$ cat src/rtl/ir_nec_receiver.sv
// ir_nec_receiver: NEC infrared frame decoder.
// Measures mark/space durations of a demodulated IR line in 10 us ticks and
// decodes NEC data frames (lead 9 ms / 4.5 ms, 32 bits LSB first, stop mark)
// and NEC repeat frames (lead 9 ms / 2.25 ms, stop mark).
// Ports:
//   clk          system clock, all state on rising edge
//   rst_n        synchronous active-low reset
//   ir_in        raw demodulated IR line (async, low = carrier mark)
//   ir_data      last valid frame {byte1, byte0, inv_cmd, cmd}
//   data_ready   one-cycle pulse when ir_data updates
//   repeat_pulse one-cycle pulse on a valid repeat frame
//   frame_error  one-cycle pulse when a frame is aborted
module ir_nec_receiver #(
  parameter int TICK_CYCLES = 500
) (
  input  logic        clk,
  input  logic        rst_n,
  input  logic        ir_in,
  output logic [31:0] ir_data,
  output logic        data_ready,
  output logic        repeat_pulse,
  output logic        frame_error
);

  localparam int             PW       = (TICK_CYCLES > 1) ? $clog2(TICK_CYCLES) : 1;
  localparam logic [PW-1:0]  PRE_LAST = PW'(TICK_CYCLES - 1);
  localparam logic [9:0]     CNT_MAX  = 10'h3FF;

  typedef enum logic [2:0] {
    IDLE, LEAD_MARK, LEAD_SPACE, BIT_MARK, BIT_SPACE, END_MARK
  } state_t;

  state_t        state;
  logic          s1, s2, prev;
  logic [PW-1:0] pre;
  logic [9:0]    cnt;
  logic [4:0]    bit_idx;
  logic [31:0]   shreg;
  logic          is_rep, rep_ok;
  logic          ev_data, ev_rep, ev_err;
  logic          tick, fall, rise, any_edge;

  function automatic logic in_win(input logic [9:0] v, input logic [9:0] lo,
                                  input logic [9:0] hi);
    return (v >= lo) && (v <= hi);
  endfunction

  assign fall     = prev & ~s2;
  assign rise     = ~prev & s2;
  assign any_edge = fall | rise;
  assign tick     = (pre == PRE_LAST);

  // Synchronizer plus edge-detect history; idle line level is high.
  always_ff @(posedge clk) begin
    if (!rst_n) begin
      s1   <= 1'b1;
      s2   <= 1'b1;
      prev <= 1'b1;
    end else begin
      s1   <= ir_in;
      s2   <= s1;
      prev <= s2;
    end
  end

  always_ff @(posedge clk) begin
    if (!rst_n)    pre <= '0;
    else if (tick) pre <= '0;
    else           pre <= pre + PW'(1);
  end

  // Interval length since the last edge, in ticks, saturating.
  always_ff @(posedge clk) begin
    if (!rst_n)                     cnt <= '0;
    else if (any_edge)              cnt <= '0;
    else if (tick && cnt != CNT_MAX) cnt <= cnt + 10'd1;
  end

  // Each interval is classified on the edge that ends it, using the count
  // accumulated before that edge clears it. Completion events are staged in
  // ev_* and published one cycle later by the output register below.
  always_ff @(posedge clk) begin
    if (!rst_n) begin
      state   <= IDLE;
      bit_idx <= '0;
      shreg   <= '0;
      is_rep  <= 1'b0;
      rep_ok  <= 1'b0;
      ev_data <= 1'b0;
      ev_rep  <= 1'b0;
      ev_err  <= 1'b0;
    end else begin
      ev_data <= 1'b0;
      ev_rep  <= 1'b0;
      ev_err  <= 1'b0;
      // A saturated count means the line stuck mid-frame. Any edge seen at
      // saturation is out of every window, so it aborts here as well.
      if (state != IDLE && cnt == CNT_MAX) begin
        state  <= IDLE;
        ev_err <= 1'b1;
      end else begin
        case (state)
          IDLE: if (fall) state <= LEAD_MARK;
          LEAD_MARK: if (rise) begin
            if (in_win(cnt, 10'd800, 10'd1000)) state <= LEAD_SPACE;
            else begin state <= IDLE; ev_err <= 1'b1; end
          end
          LEAD_SPACE: if (fall) begin
            if (in_win(cnt, 10'd400, 10'd500)) begin
              state   <= BIT_MARK;
              bit_idx <= '0;
            end else if (in_win(cnt, 10'd190, 10'd260)) begin
              state  <= END_MARK;
              is_rep <= 1'b1;
            end else begin state <= IDLE; ev_err <= 1'b1; end
          end
          BIT_MARK: if (rise) begin
            if (in_win(cnt, 10'd36, 10'd76)) state <= BIT_SPACE;
            else begin state <= IDLE; ev_err <= 1'b1; end
          end
          BIT_SPACE: if (fall) begin
            if (in_win(cnt, 10'd36, 10'd76) || in_win(cnt, 10'd140, 10'd190)) begin
              // LSB first: after 32 shifts the first bit sits in shreg[0].
              shreg   <= {in_win(cnt, 10'd140, 10'd190), shreg[31:1]};
              bit_idx <= bit_idx + 5'd1;
              if (bit_idx == 5'd31) begin
                state  <= END_MARK;
                is_rep <= 1'b0;
              end else begin
                state <= BIT_MARK;
              end
            end else begin state <= IDLE; ev_err <= 1'b1; end
          end
          END_MARK: if (rise) begin
            state <= IDLE;
            if (!in_win(cnt, 10'd36, 10'd76))           ev_err <= 1'b1;
            else if (is_rep)                             begin
              if (rep_ok) ev_rep <= 1'b1;
              else        ev_err <= 1'b1;
            end else if (shreg[31:24] == ~shreg[23:16]) begin
              ev_data <= 1'b1;
              rep_ok  <= 1'b1;
            end else                                     ev_err <= 1'b1;
          end
          default: state <= IDLE;
        endcase
      end
    end
  end

  // shreg is stable here: it only shifts during the next frame's bits.
  always_ff @(posedge clk) begin
    if (!rst_n) begin
      ir_data      <= '0;
      data_ready   <= 1'b0;
      repeat_pulse <= 1'b0;
      frame_error  <= 1'b0;
    end else begin
      data_ready   <= ev_data;
      repeat_pulse <= ev_rep;
      frame_error  <= ev_err;
      if (ev_data) ir_data <= {shreg[15:8], shreg[7:0], shreg[31:24], shreg[23:16]};
    end
  end

endmodule

$ cat config.mk
export PLATFORM = sky130hd
export DESIGN_NAME = ir_nec_receiver
export DESIGN_NICKNAME = d
export VERILOG_FILES = /design/src/rtl/ir_nec_receiver.sv
export SDC_FILE = /design/constraint.sdc
export NUM_CORES = 1
export LEC_CHECK = 0
export ABC_CLOCK_PERIOD_IN_PS = 3000
export CORE_MARGIN = 2
export CORE_UTILIZATION = 36
export CTS_BUF_LIST = sky130_fd_sc_hd__clkbuf_8
export CTS_CLUSTER_SIZE = 16
export DETAILED_ROUTE_END_ITERATION = 6
export DONT_BUFFER_PORTS = 1
export GPL_TIMING_DRIVEN = 0
export PLACE_DENSITY_LB_ADDON = 0.08
export SYNTH_ARGS = -nofsm -noshare
export SYNTH_HDL_FRONTEND = slang
export SYNTH_SLANG_ARGS = --single-unit
export TNS_END_PERCENT = 30
$ cat constraint.sdc
create_clock -name clk -period 3 [get_ports clk]
set_input_delay 0.45 -clock clk [delete_from_list [all_inputs] [get_ports clk]]
set_output_delay 0.45 -clock clk [all_outputs]
set_load 0.02 [all_outputs]
## Word level (Yosys, flattened, before mapping)

Cells that the tools add are included.

- Register bits: 102
- Input port bits: 3
- Output and inout bits: 35
- Word-level logic and storage cells: 127

- $add $sub $neg: 3
- Magnitude comparators: 10
- Equal/unequal tests: 21
- Muxes and demuxes: 43
- Bitwise gates (word level): 12
- Reductions and logical operators: 21

Operator list:

| operator | number |
|---|---|
| 3-bit 2-to-1 mux | 11 |
| 1-bit 2-to-1 mux | 23 |
| 2-bit inequality test (second input constant) | 11 |
| 10-bit by 8-bit greater-or-equal comparator with 1-bit output (second input constant) | 2 |
| 10-bit by 9-bit less-or-equal comparator with 1-bit output (second input constant) | 2 |
| 5-bit 2-to-1 mux | 4 |
| 3-bit case mux with 6 select lines | 1 |
| 6-bit AND reduction | 3 |
| 6-bit OR reduction | 2 |
| 10-bit by 1-bit adder with 10-bit output (second input constant) | 1 |
| 10-bit equality test (second input constant) | 1 |
| 10-bit greater-or-equal comparator (second input constant) | 1 |
| 10-bit by 6-bit greater-or-equal comparator with 1-bit output (second input constant) | 1 |
| 10-bit by 9-bit greater-or-equal comparator with 1-bit output (second input constant) | 1 |
| 10-bit less-or-equal comparator (second input constant) | 1 |
| 10-bit by 7-bit less-or-equal comparator with 1-bit output (second input constant) | 1 |
| 10-bit by 8-bit less-or-equal comparator with 1-bit output (second input constant) | 1 |
| 10-bit inequality test (second input constant) | 1 |
| 5-bit case mux with 2 select lines | 1 |
| 9-bit by 1-bit adder with 9-bit output (second input constant) | 1 |
| 9-bit equality test (second input constant) | 1 |
| 8-bit equality test | 1 |
| 1-bit inverter | 8 |
| 8-bit inverter | 1 |
| other kinds (18) | 29 |

## Longest topological paths before layout

Gate-level depths: netlist of run 1.

- Word-level depth: 8
- Depth in mapped cells: 9
- Depth with buffers taken out: 7

## Least setup slack after synthesis of run 1

Ideal clock, no wire load.

- Path type: reg2reg
- From: reg cnt[3]
- To: reg shreg[10]
- Data arrival time: 1.826 ns
- Data required time: 2.868 ns
- Slack: 1.042 ns
- Stages on the path, launching flop included: 10
- Path buffers: 4
- Period minus slack after synthesis: 1.958 ns
- Cell sequence: dfxtp_1 > buf_2 > nand4_1 > or3_1 > clkbuf_1 > and3_1 > clkbuf_1 > clkbuf_1 > nand3_1 > a21oi_1

- Longest elaborated chain between the ends: 4
- Elaborated cells on any way between the ends: 11

RTL lines:

| item | RTL line | source |
|---|---|---|
| start: declaration | 36 | `logic [9:0] cnt;` |
| start signal: assignment | 76 | `else if (tick && cnt != CNT_MAX) cnt <= cnt + 10'd1;` |
| 10-bit by 6-bit greater-or-equal comparator with 1-bit output (tied with other cells) | 45 | `return (v >= lo) && (v <= hi);` |
| 1-bit logical AND (on tied branches) | 45, 98 |  |
| 1-bit logical OR / 1-bit inverter (equally long branches) | - |  |
| 4-bit AND reduction (no line) * | - |  |
| end signal: assignment | 124 | `shreg <= {in_win(cnt, 10'd140, 10'd190), shreg[31:1]};` |
| end: declaration | 38 | `logic [31:0] shreg;` |

Mark *: on every way between the ends. The rest lies on a longest branch, timed or not.
A chain may end at the register's enable or synchronous reset.

## Final worst setup path of run 1

- From: reg cnt[1]
- To: reg shreg[15]

The elaborated chain is that of the path after synthesis.

==> flow_metrics.env, run 1 <==
export IMPL_status="finished, final reports clean"
export IMPL_peakVddDrop_mv=0.2457
export IMPL_hold_viol=0
export IMPL_avgSynthCellArea_um2=8.696
export IMPL_reg2reg_depth=8
export IMPL_slowest_delay_ns=0.53
export IMPL_timing_final_crit_share=0.8262
export IMPL_mappedNetlistArea_um2=4557
export IMPL_slew_headroom=0.4256
export IMPL_cts_hold_buf=0
export IMPL_combPwrFrac=0.022
export IMPL_fillCellCount=1323
export IMPL_clock_path_buffers=2
export IMPL_overflow=0
export IMPL_netlist_instances=524
export IMPL_switchingPower_uw=565.7
export IMPL_fin_crit_ns=2.479
export IMPL_power_leakage_uw=0.001623
export IMPL_nets=545
export IMPL_cts_resized_gates=0
export IMPL_wl_per_cell_um=15.30
export IMPL_drc=0
export IMPL_die_y_um=116.5
export IMPL_clock_skew_ns=0.01284
export IMPL_internal_power_uw=1718
export IMPL_startpoint="cnt[1]$_SDFFE_PP0P_"
export IMPL_fp_dieW_um=116.5
export IMPL_clock_latency_ns=0.38
export IMPL_slew_violations=0
export IMPL_hold_class="primary input to flip-flop"
export IMPL_cts_root_buf="clkbuf_8"
export IMPL_routed_wl_um=10890
export IMPL_r2r_slack_ns=0.52
export IMPL_cpMostUsedCell="a21oi_1"
export IMPL_crit_type="flip-flop to flip-flop"
export IMPL_cts_sinks=102
export IMPL_r2r_start="cnt[1]$_SDFFE_PP0P_"
export IMPL_required_ns=3.31
export IMPL_worstPathArrival_ns=2.79
export IMPL_insertedDiodeCount=0
export IMPL_synth_edf_count=0
export IMPL_io_pins=38
export IMPL_dr_pass1_iters=5
export IMPL_drive_gt1_frac=0.06852
export IMPL_initial_core_util=0.3656
export IMPL_r2r_end="shreg[15]$_SDFFE_PN0P_"
export IMPL_syn_nets=534
export IMPL_grt_start_max_net_pins=20
export IMPL_max_freq_mhz=403.5
export IMPL_first_iter_violations=237
export IMPL_setup_tns_ns=0
export IMPL_grt_pass1_vias=3499
export IMPL_globalRouteTotalUtil=0.1697
export IMPL_grt_pass1_wl_um=18050
export IMPL_die_area_um2=13570
export IMPL_pwr_share_clk=0.381
export IMPL_gp_congestion=0.8407
export IMPL_antenna_found_initial=0
export IMPL_synth_seq_cells=102
export IMPL_area_growth_pct=9.116
export IMPL_core_um2=12470
export IMPL_yosysWarnings=0
export IMPL_synth_flop_cell="dfxtp_1"
export IMPL_vias=3664
export IMPL_power_density_nw_per_um2=459.3
export IMPL_antenna_left=0
export IMPL_numCtsBuffers=9
export IMPL_dpl_hpwl_um=7692
export IMPL_async_flop_share=0
export IMPL_ys_types=52
export IMPL_crit_end="shreg[15]$_SDFFE_PN0P_"
export IMPL_cts_tree="yes"
export IMPL_worstMarginPinSlew_ns=0.8544
export IMPL_viasPerCell=5.146
export IMPL_crit_path_start_kind="flip-flop"
export IMPL_p_sw_frac=0.2477
export IMPL_min_path_cells=1
export IMPL_fp_row_count=41
export IMPL_path_max_fanout=10
export IMPL_end_kind="flip-flop"
export IMPL_portBuffers=0
export IMPL_fin_hold_ws_ns=0.1761
export IMPL_cts_setup_buffers=0
export IMPL_crit_chain="inv_1 > ha_1 > nand3b_1 > a31o_2 > a21oi_1 > clkbuf_1 > o21ai_0 > a21oi_1"
export IMPL_seqPwrFrac=0.597
export IMPL_setup_viol=0
export IMPL_maxCapViolCount=0
export IMPL_ys_seq_area_frac=0.4481
export IMPL_slowest_stage="a21oi_1"
export IMPL_h_tree_depth=3
export IMPL_rsz0062_at_grt="no"
export IMPL_path_clk_slew_ns=0.10
synth_stat cells, types with 2 or more instances:
master	instances	area share
inv_1	10	0.0082
nand3b_1	2	0.0033
dfxtp_1	102	0.45
o22ai_1	2	0.0027
nor2b_1	4	0.0055
o21ai_0	35	0.038
o31a_1	2	0.0038
ha_1	7	0.019
clkbuf_1	25	0.021
xnor2_1	15	0.029
or3_1	7	0.0096
nand4_1	9	0.012
or4_1	3	0.0049
buf_2	11	0.012
a21oi_1	43	0.047
a31oi_1	2	0.0027
mux2i_1	35	0.077
nor4b_1	3	0.0058
and2_1	7	0.0096
and3_1	6	0.0082
o41ai_1	3	0.0058
nor2_1	63	0.052
nand2_1	26	0.021
nand3_1	46	0.051
o2111ai_1	2	0.0038
xor2_1	10	0.019
and2b_1	2	0.0033
nor3_1	10	0.011
nand2b_1	2	0.0027
a21o_1	2	0.0033
buf_6	2	0.0049
nor4_1	5	0.0069
a221oi_1	2	0.0038
worst max-delay path: cells and delay by family, from the launching register on:
family	cells	cell delay [ns]
AOI/OAI and AO/OA	4	1.13
buffers and inverters	2	0.47
DFF	1	0.43
adders and majority gates	1	0.21
and+or+nand+nor	1	0.17
state kept, by name (all words and copies together) (netlist names), 3 cells and up:
| signal | cells |
|---|---|
| shreg | 32 |
| cnt | 10 |
| bit_idx | 5 |
| pre | 9 |
| state | 3 |
| ir_data | 32 |
power groups by stage:
stage | Combinational, µW | Clock (µW) | Sequential, µW
finish | 49.2 | 871 | 1360
global route | 55.6 | 969 | 1370
CTS | 50.5 | 927 | 1360
detailed placement | 50.4 | 0 | 1390
global placement | 49.0 | 0 | 1390
floorplan | 33.9 | 0 | 1390
layout by cell type (no fill, tap or decap), drive strengths merged, types with 3 or more instances in the layout:
| cell type | n |
|---|---|
| dfxtp | 102 |
| nor2 | 64 |
| nand3 | 46 |
| a21oi | 43 |
| o21ai | 35 |
| mux2i | 35 |
| clkbuf | 35 |
| nand2 | 26 |
| xnor2 | 15 |
| buf | 14 |
| inv | 14 |
| xor2 | 10 |
| nor3 | 10 |
| nand4 | 9 |
| or3 | 7 |
| and2 | 7 |
| ha | 7 |
| and3 | 6 |
| nor4 | 6 |
| nor2b | 4 |
| nor4b | 4 |
| or4 | 3 |
| o41ai | 3 |
| a221oi | 3 |
layer usage:
layer | up-vias | track usage | part of all wire
met5 | - | 0 | 0
met1 | 1700 | 0.2269 | 0.48
met4 | 0 | 0.04921 | 0.010
li1 | 1880 | - | -
met2 | 74 | 0.2674 | 0.46
met3 | 10 | 0.04878 | 0.050
through the flow:
| stage | util | instances | area (µm²) | power (µW) | worst slack, ns |
|---|---|---|---|---|---|
| global route | 0.3989 | 712 | 4972 | 2389 | 0.2589 |
| finish | 0.3989 | 712 | 4972 | 2284 | 0.5214 |
| detailed placement | 0.3828 | 696 | 4772 | 1445 | 0.5592 |
| floorplan | - | 524 | 4557 | 1428 | 1.042 |
| global placement | 0.3828 | 696 | 4772 | 1444 | 0.5708 |
| CTS | 0.3989 | 712 | 4972 | 2341 | 0.5056 |
cells by family after synthesis:
logic type / after synthesis / share of synthesized area
AOI/OAI and AO/OA: 102 / 0.1340
xor gates and xnor gates: 25 / 0.04805
DFF: 102 / 0.4481
muxes: 35 / 0.07688
adders and majority gates: 7 / 0.01922
and+or+nand+nor: 204 / 0.2271
buffers and inverters: 49 / 0.04668
cell type report:
| type | count | area [µm²] | area share |
|---|---|---|---|
| Multi-Input combinational cell | 373 | 2302 | 0.4630 |
| Sequential cell | 102 | 2042 | 0.4107 |
| Tap cell | 172 | 215.2 | 0.04328 |
| Inverter | 10 | 37.54 | 0.007549 |
| Buffer | 39 | 175.2 | 0.03523 |
| Clock inverter | 6 | 62.56 | 0.01258 |
| Clock buffer | 10 | 137.6 | 0.02768 |
worst min-delay path by stage:
stage,from,to,slack [ns]
after global routing,ir_in,s1$_SDFF_PN1_,0.16
after CTS,ir_in,s1$_SDFF_PN1_,0.16
final,ir_in,s1$_SDFF_PN1_,0.18
after global placement,s1$_SDFF_PN1_,s2$_SDFF_PN1_,0.40
after detailed placement,s1$_SDFF_PN1_,s2$_SDFF_PN1_,0.40
after floorplan,s1$_SDFF_PN1_,s2$_SDFF_PN1_,0.39
No activity file was read; power rests on OpenSTA's default activity.
==> inputs of run 2 (changes only) <==
Settings changed: ABC_CLOCK_PERIOD_IN_PS 3000 to 2100.
Clock period 3 ns to 2.1 ns, I/O delays scaled along.
==> flow_metrics.env, run 2 (synthesized netlist as in run 1, its figures left out) <==
export IMPL_io_pins=38
export IMPL_fin_crit_ns=2.077
export IMPL_h_tree_depth=3
export IMPL_switchingPower_uw=810.7
export IMPL_grt_pass1_vias=3519
export IMPL_drc=0
export IMPL_reg_top3="ir_data: 32 flops, shreg: 32 flops, cnt: 10 flops"
export IMPL_worstMarginPinSlew_ns=0.7419
export IMPL_worstPathArrival_ns=2.32
export IMPL_end_kind="flip-flop"
export IMPL_first_iter_violations=235
export IMPL_combPwrFrac=0.022
export IMPL_drive_gt1_frac=0.1287
export IMPL_rsz0062_at_grt="yes"
export IMPL_portBuffers=0
export IMPL_max_freq_mhz=481.5
export IMPL_die_area_um2=13570
export IMPL_timing_final_crit_share=0.9890
export IMPL_power_density_nw_per_um2=629.0
export IMPL_cts_hold_buf=0
export IMPL_grt_start_max_net_pins=20
export IMPL_fillCellCount=1304
export IMPL_dp_cells=696
export IMPL_wl_per_cell_um=15.52
export IMPL_hold_class="primary input to flip-flop"
export IMPL_gp_congestion=0.8407
export IMPL_internal_power_uw=2453
export IMPL_initial_core_util=0.3656
export IMPL_final_common_cell="dfxtp_1"
export IMPL_slew_headroom=0.5054
export IMPL_power_leakage_uw=0.001697
export IMPL_nets=549
export IMPL_slew_violations=0
export IMPL_cts_sinks=102
export IMPL_antenna_found_initial=0
export IMPL_multi_input_area_um2=2411
export IMPL_peakVddDrop_mv=0.3505
export IMPL_seqPwrFrac=0.596
export IMPL_clock_skew_ns=0.01221
export IMPL_r2r_slack_ns=0.02
export IMPL_status="finished, final reports clean"
export IMPL_globalRouteTotalUtil=0.1705
export IMPL_required_ns=2.34
export IMPL_cts_root_buf="clkbuf_8"
export IMPL_crit_path_start_kind="flip-flop"
export IMPL_register_area_um2=2052
export IMPL_dpl_worst_slack_ns=-0.3408
export IMPL_p_sw_frac=0.2484
export IMPL_clock_latency_ns=0.38
export IMPL_antenna_left=0
export IMPL_overflow=0
export IMPL_pwr_share_clk=0.382
export IMPL_final_cell_count_no_fill=716
export IMPL_setup_slack_ns=0.02311
export IMPL_fp_dieW_um=116.5
export IMPL_final_cell_mix="dfxtp_1, nor2_1, nand3_1"
export IMPL_insertedDiodeCount=0
export IMPL_fin_hold_ws_ns=0.04114
export IMPL_hold_viol=0
export IMPL_core_um2=12470
export IMPL_power_uw=3264
export IMPL_dr_pass1_iters=4
export IMPL_startpoint="cnt[6]$_SDFFE_PP0P_"
export IMPL_min_from="ir_in"
export IMPL_maxCapViolCount=0
export IMPL_fp_row_count=41
export IMPL_fin_util=0.4162
export IMPL_clock_path_buffers=2
export IMPL_path_clk_slew_ns=0.11
export IMPL_numCtsBuffers=9
export IMPL_setup_viol=0
export IMPL_r2r_start="cnt[6]$_SDFFE_PP0P_"
export IMPL_cts_tree="yes"
export IMPL_routed_wl_um=11110
export IMPL_viasPerCell=5.200
export IMPL_die_y_um=116.5
export IMPL_crit_type="flip-flop to flip-flop"
export IMPL_grt_pass1_wl_um=18150
export IMPL_path_max_fanout=10
export IMPL_vias=3723
export IMPL_area_growth_pct=13.87
export IMPL_dpl_hpwl_um=7692
-- run 2: cell count changes in the layout (fill, tap and decap cells not counted), sizes merged --
| cell | before | now |
|---|---|---|
| buf | 14 | 23 |
| clkbuf | 35 | 30 |
-- run 2: power by group through the flow --
| stage | clock network (µW) | logic (µW) | registers (µW) |
|---|---|---|---|
| floorplan | 0 | 48.4 | 1990 |
| global placement | 0 | 70.0 | 1990 |
| detailed placement | 0 | 72.0 | 1990 |
| CTS | 1320 | 72.1 | 1950 |
| global route | 1380 | 80.7 | 1950 |
| finish | 1250 | 71.5 | 1950 |
-- run 2: repair_timing --
action                     4_1_cts  5_1_grt
buffers inserted                 3        2
setup endpoints to repair       41       43
resized for setup               19       52
gates cloned                     0        1
pin swaps                        1        9
-- run 2: stage by stage --
step | setup TNS, ns | instance area [µm²]
after floorplan | 0 | 4557
after detailed placement | -10.94 | 4772
final | 0 | 5189
after global routing | -0.1170 | 5189
after global placement | -9.987 | 4772
after CTS | 0 | 5050
-- run 2: layer usage --
layer | wire length [µm] | up-vias | GRT usage
li1 | - | 1883 | -
met1 | 5175 | 1768 | 0.2282
met2 | 5265 | 63 | 0.2686
met3 | 564 | 9 | 0.04930
met4 | 106 | 0 | 0.04921
met5 | 0 | - | 0
-- run 2: final timing paths --
check	end	cells past startpoint
max	ev_err$_SDFF_PN0_	6
min	s1$_SDFF_PN1_	1
max reg2reg	ev_err$_SDFF_PN0_	6
min reg2reg	s2$_SDFF_PN1_	1
-- run 2: cell type report --
type                            count  share of cell area
Clock buffer                       10             0.02653
Inverter                           10            0.007234
Buffer                             37             0.04316
Timing Repair Buffer                6            0.009404
Sequential cell                   102              0.3955
Multi-Input combinational cell    373              0.4647
Tap cell                          172             0.04148
Clock inverter                      6             0.01206
-- run 2: critical path: stages, from the launching register on --
cell,delay (ns)
dfxtp_2,0.35
buf_4,0.17
or4b_4,0.55
nor4b_4,0.34
nor2_1,0.09
a31oi_1,0.26
o221ai_1,0.17
